$ cat config.mk
export PLATFORM = sky130hd
export DESIGN_NAME = sheffer_stroke
export DESIGN_NICKNAME = d
export VERILOG_FILES = /design/src/rtl/sheffer_pkg.sv /design/src/rtl/sheffer_cell.sv /design/src/rtl/sheffer_stroke.sv
export SDC_FILE = /design/constraint.sdc
export NUM_CORES = 1
export LEC_CHECK = 0
export ABC_AREA = 1
export BUFFER_PORTS_ARGS = -buffer_cell sky130_fd_sc_hd__buf_2
export CORE_AREA = 2 2 39 41
export CTS_BUF_LIST = sky130_fd_sc_hd__clkbuf_2 sky130_fd_sc_hd__clkbuf_4 sky130_fd_sc_hd__clkbuf_8
export CTS_CLUSTER_DIAMETER = 60
export DETAILED_ROUTE_END_ITERATION = 8
export DIE_AREA = 0 0 41 43
export HOLD_SLACK_MARGIN = 0.05
export SYNTH_ARGS = -nofsm -noshare
export SYNTH_HDL_FRONTEND = slang
export SYNTH_SLANG_ARGS = --single-unit
$ cat constraint.sdc
create_clock -name clk -period 2.6 [get_ports clk]
set_input_delay 0.13 -clock clk [delete_from_list [all_inputs] [get_ports clk]]
set_output_delay 0.13 -clock clk [all_outputs]
set_load 0.02 [all_outputs]
$ cat src/rtl/sheffer_pkg.sv
// Shared types for the NAND-derived logic unit: function select encoding.
package sheffer_pkg;

  localparam int OP_COUNT = 8;

  typedef enum logic [2:0] {
    OP_NAND = 3'd0,
    OP_AND  = 3'd1,
    OP_OR   = 3'd2,
    OP_NOR  = 3'd3,
    OP_XOR  = 3'd4,
    OP_XNOR = 3'd5,
    OP_NOTA = 3'd6,
    OP_BUFA = 3'd7
  } op_e;

endpackage

$ cat src/rtl/sheffer_cell.sv
// Bitwise 2-input NAND primitive; every function in the unit is built from these.
module sheffer_cell #(
  parameter int WIDTH = 1
) (
  input  logic [WIDTH-1:0] a,
  input  logic [WIDTH-1:0] b,
  output logic [WIDTH-1:0] y
);

  assign y = ~(a & b);

endmodule

$ cat src/rtl/sheffer_stroke.sv
// NAND-only logic unit: combinational NAND on c, op-selected function registered on y.
module sheffer_stroke
  import sheffer_pkg::*;
#(
  parameter int WIDTH = 1
) (
  input  logic             clk,
  input  logic             rst,
  input  logic [WIDTH-1:0] a,
  input  logic [WIDTH-1:0] b,
  output logic [WIDTH-1:0] c,
  input  logic [2:0]       op,
  input  logic             en,
  output logic [WIDTH-1:0] y,
  output logic             y_valid
);

  logic [WIDTH-1:0] n_ab, not_a, not_b;
  logic [WIDTH-1:0] f_and, f_or, f_nor;
  logic [WIDTH-1:0] x_a, x_b, f_xor, f_xnor, f_buf;
  logic [WIDTH-1:0] f_sel;
  logic [1:0]       vld_pipe;

  sheffer_cell #(.WIDTH(WIDTH)) u_nab  (.a(a),     .b(b),     .y(n_ab));
  sheffer_cell #(.WIDTH(WIDTH)) u_nota (.a(a),     .b(a),     .y(not_a));
  sheffer_cell #(.WIDTH(WIDTH)) u_notb (.a(b),     .b(b),     .y(not_b));
  sheffer_cell #(.WIDTH(WIDTH)) u_and  (.a(n_ab),  .b(n_ab),  .y(f_and));
  sheffer_cell #(.WIDTH(WIDTH)) u_or   (.a(not_a), .b(not_b), .y(f_or));
  sheffer_cell #(.WIDTH(WIDTH)) u_nor  (.a(f_or),  .b(f_or),  .y(f_nor));
  // Classic 4-NAND XOR, sharing n_ab as the first stage
  sheffer_cell #(.WIDTH(WIDTH)) u_xa   (.a(a),     .b(n_ab),  .y(x_a));
  sheffer_cell #(.WIDTH(WIDTH)) u_xb   (.a(b),     .b(n_ab),  .y(x_b));
  sheffer_cell #(.WIDTH(WIDTH)) u_xor  (.a(x_a),   .b(x_b),   .y(f_xor));
  sheffer_cell #(.WIDTH(WIDTH)) u_xnor (.a(f_xor), .b(f_xor), .y(f_xnor));
  sheffer_cell #(.WIDTH(WIDTH)) u_buf  (.a(not_a), .b(not_a), .y(f_buf));

  assign c = n_ab;

  always_comb begin
    f_sel = n_ab;
    case (op_e'(op))
      OP_NAND: f_sel = n_ab;
      OP_AND:  f_sel = f_and;
      OP_OR:   f_sel = f_or;
      OP_NOR:  f_sel = f_nor;
      OP_XOR:  f_sel = f_xor;
      OP_XNOR: f_sel = f_xnor;
      OP_NOTA: f_sel = not_a;
      OP_BUFA: f_sel = f_buf;
      default: f_sel = n_ab;
    endcase
  end

  assign vld_pipe[0] = en;

  always_ff @(posedge clk) begin
    if (rst) begin
      y           <= '0;
      vld_pipe[1] <= 1'b0;
    end else begin
      vld_pipe[1] <= vld_pipe[0];
      if (en) y <= f_sel;
    end
  end

  assign y_valid = vld_pipe[1];

endmodule

Word-level counts from Yosys, hierarchy flattened
Index checks and enable logic that the tools add are counted.
{"block": "word_totals", "regBits": 2, "latchBits": 0, "mem_bits_rw": 0, "rom_bits": 0, "in_bits": 8, "output_inout_bits": 3, "elab_cells": 23, "memories": 0}
{"block": "op_classes", "add_sub_neg": 0, "mul": 0, "div_mod_pow": 0, "n_lt_le_gt_ge": 0, "n_eq_ne": 7, "n_shift": 0, "n_mux": 1, "bitwise": 12, "n_reduce_logical": 1}
{"cell": "$eq A3 B3 Y1 const B", "count": 4}
{"cell": "$pmux W1 S8", "count": 1}
{"cell": "$not A1 Y1", "count": 7}
{"cell": "$eq A3 B2 Y1 const B", "count": 2}
{"cell": "$and A1 B1 Y1", "count": 5}
{"cell": "$eq A3 B1 Y1 const B", "count": 1}
{"cell": "$logic_not A3 Y1", "count": 1}

Depth between registers and ports, before layout
{"block": "logic_depth", "ltp_word": 7, "depth_mapped": 9, "depth_no_buf": 9}

By module
Synthesis repeated with hierarchy kept, for this count alone.
{"block": "hier_totals", "cells_unflattened": 37, "hier_area_um2": 185.2}
{"mod": "sheffer_stroke", "n_inst": 1, "cells_per_inst": 26, "area_each_um2": 143.9, "seq_area_each_um2": 40.0}
{"mod": "sheffer_cell", "n_inst": 11, "cells_per_inst": 1, "area_each_um2": 3.8, "seq_area_each_um2": 0.0}

Least setup slack after synthesis
No wires, ideal clock.
{"block": "synth_timing", "path_kind": "input -> register", "from": "in a", "to": "reg y", "setup_time_ps": 113, "arrival_time_ps": 795, "required_time_ps": 2487, "slack_ps": 1692, "path_stages": 7, "n_path_buf": 0, "path_cell_list": "ha_1 inv_1 nand2_1 nand3_1 nand3_2 nand3_2 a21oi_2"}
{"block": "synth_via", "elab_chain_cells": 7, "word_cells_on_any_way": 12}
{"element": "start, declared", "line": "sheffer_stroke.sv:9", "text": "input logic [WIDTH-1:0] a,"}
{"element": "$and A1 B1 Y1 (*)", "line": "sheffer_cell.sv:10", "text": "assign y = ~(a & b);"}
{"element": "$not A1 Y1 (*)", "line": "sheffer_cell.sv:10"}
{"element": "net c", "line": "sheffer_stroke.sv:11", "text": "output logic [WIDTH-1:0] c,"}
{"element": "$and A1 B1 Y1", "line": "sheffer_cell.sv:10"}
{"element": "$not A1 Y1", "line": "sheffer_cell.sv:10"}
{"element": "$and A1 B1 Y1", "line": "sheffer_cell.sv:10"}
{"element": "$not A1 Y1", "line": "sheffer_cell.sv:10"}
{"element": "$pmux W1 S8 (*)", "line": "sheffer_stroke.sv:41", "text": "case (op_e'(op))"}
{"element": "end signal, assigned", "line": "sheffer_stroke.sv:62", "text": "if (en) y <= f_sel;"}
{"element": "end, declared", "line": "sheffer_stroke.sv:14", "text": "output logic [WIDTH-1:0] y,"}
The timed path passes the listed nets; every way through them passes the cells marked *.
A chain may end at the register's enable or synchronous reset.

Worst setup path after layout
{"block": "layout_timing", "from": "in a", "to": "reg y"}
{"block": "layout_via", "elab_chain_cells": 7, "word_cells_on_any_way": 12}
{"element": "$and A1 B1 Y1", "line": "sheffer_cell.sv:10"}
{"element": "$not A1 Y1", "line": "sheffer_cell.sv:10"}
{"element": "$and A1 B1 Y1", "line": "sheffer_cell.sv:10"}
{"element": "$not A1 Y1", "line": "sheffer_cell.sv:10"}
{"element": "$and A1 B1 Y1", "line": "sheffer_cell.sv:10"}
{"element": "$not A1 Y1", "line": "sheffer_cell.sv:10"}
{"element": "$pmux W1 S8 (*)", "line": "sheffer_stroke.sv:41"}
Every way passes the cells marked *; elsewhere a longest branch is shown, timed or not.

==> out/qor.txt <==
DP Worst Slack = 1.52 ns
Setup Viol. Count Final = 0
H-tree levels = 1
antenna fix cells = 0
CP startpoint kind = input port
grt ovf = 0
crit path max fanout = 3
DRC violations left = 0
core area = 1380 um^2
Tcrit/Tclk final = 0.323
fillers = 158
post-layout util = 0.210
Area Growth Syn to Fin = 46.8%
Netlist cell types = 11
die width = 41 um
Initial Utilization = 0.143
CP Data Arrival Time = 0.95 ns
first-pass GRT wire length = 531 um
post-synthesis sequential area ratio = 0.203
Critical Path RT = 2.71 ns
Pleak = 0.170 nW
Max Clk Rate = 1190 MHz
synthesized instance count = 30
Overall Power = 0.000135 W
Routed Antenna Nets = 0
Syn Nets = 40
Die H = 43 um
Register Area = 40.0 um^2
Final Max Tran Viols = 0
Hold Vio Cnt, Final = 0
final net count = 55
syn_area_per_cell = 6.59 um^2
RD Place Congestion = 0.692
initial antenna violation count = 0
initial DRC count = 0
number of synthesized register bits = 2
Pre-antenna DRT Iters = 1
clock skew = 0 ns
I/O pin count = 11
largest net degree at the start of global routing = 5
mapped cell area = 198 um^2
Die Area = 1760 um^2
clock transition at the registers of the reported paths = 0.03 ns
post-DR vias/cell = 3.68
setup_tns = 0 ns
minimum clock period = 0.840 ns
routed len/inst = 6.39 um
power per cell area = 466 nW/um^2
setup ws final = 1.76 ns
RSZ-0062 raised after global routing = no
# resized after CTS = 0
gr usage total = 0.0460
Hold Crit Class = in -> reg
commonest non-fill, non-tap cells in the layout = buf_2, nand2_1, inv_1
Max Root-Sink Buffers = 2
cts bufs inserted = 3
Min Hold Slack = 0.0796 ns
Post-Route WL = 377 um
Final HPWL DP = 326 um
vias in the first global route = 167
# rows = 14
Num Clock Sinks = 2
CTS tree = yes
Slew @ Worst Pin = 0.108 ns
Crit Path Class = in -> reg
Slew HR = 0.928
area of the multi-input gates = 124 um^2
clk_lat worst skew = 0.22 ns
layout cell share with drive strength beyond 1 = 0.465
setup bufs post-CTS = 0
clock root buffer = clkbuf_4
Peak VDD IR = 0.0884 mV
critical path endpoint category = register
DR vias = 217
most common cell after layout, fill and taps aside = buf_2
number of synthesis warnings = 0
status = finished clean
PortBufs = 10
Hold Buf Count CTS = 0
max_cap viols = 0
## final timing paths
path | end | startpoint | cells after the start | slack [ns]
worst max-delay path | y$_SDFFE_PP0P_ | a | 10 | 1.76
worst min-delay path | y$_SDFFE_PP0P_ | rst | 2 | 0.08
worst max register to register | y$_SDFFE_PP0P_ | y$_SDFFE_PP0P_ | 2 | 2.04
worst min register to register | y$_SDFFE_PP0P_ | y$_SDFFE_PP0P_ | 2 | 0.47
## Yosys cell counts (all sizes together)
master | instances | area share
a21oi | 1 | 0.044
clkinv | 1 | 0.019
dfxtp | 2 | 0.20
ha | 2 | 0.13
inv | 8 | 0.15
nand2 | 9 | 0.18
nand3 | 6 | 0.25
nor2 | 1 | 0.019
## cells by family (layout without fill, tap and decap cells)
logic type,Yosys count,after routing,share of synthesized area
AO/OA/AOI/OAI,1,1,0.0443
adder cells (fa/ha/maj),2,2,0.127
AND/OR/NAND/NOR,16,16,0.456
buffers and inverters,9,22,0.171
flip-flops,2,2,0.203
## worst max-delay path: stages
cell and delay, ns:
buf_2 0.10, inv_1 0.04, ha_1 0.27, clkinv_1 0.06, nand2_2 0.07, nand2_1 0.04
nand2_1 0.07, nand3_2 0.06, nand3_2 0.06, a21oi_2 0.04
## cell type report
cell class	count	area share
Timing Repair Buffer	10	0.172
Inverter	9	0.116
Sequential cell	2	0.138
Tap cell	16	0.0690
Multi-Input combinational cell	19	0.427
Clock buffer	3	0.0776
## flip-flops by register name (all words and copies together) (netlist names)
register,flops
y,1
y_valid,1
## power breakdown
group          switching (W)  internal, W   total, W
Clock              0.0000173    0.0000509  0.0000682
Sequential       0.000000684    0.0000329  0.0000336
Combinational      0.0000195    0.0000140  0.0000336
## layer usage
metal	share of wire	global-route usage	wire, um	up-vias
met5	0	0	0	-
met4	0	0.0400	0	0
met3	0.077	0.0157	29	0
met2	0.45	0.0688	169	9
met1	0.47	0.0476	179	92
li1	-	-	-	116
## per-stage QoR
| step | std cells | cell area [um^2] |
|---|---|---|
| 2_1_floorplan | 30 | 198 |
| 3_5_place_dp | 56 | 268 |
| 4_1_cts | 59 | 290 |
| 3_3_place_gp | 56 | 268 |
| 5_1_grt | 59 | 290 |
| 6_report | 59 | 290 |
Note: power is estimated with default switching activity, not from simulation.
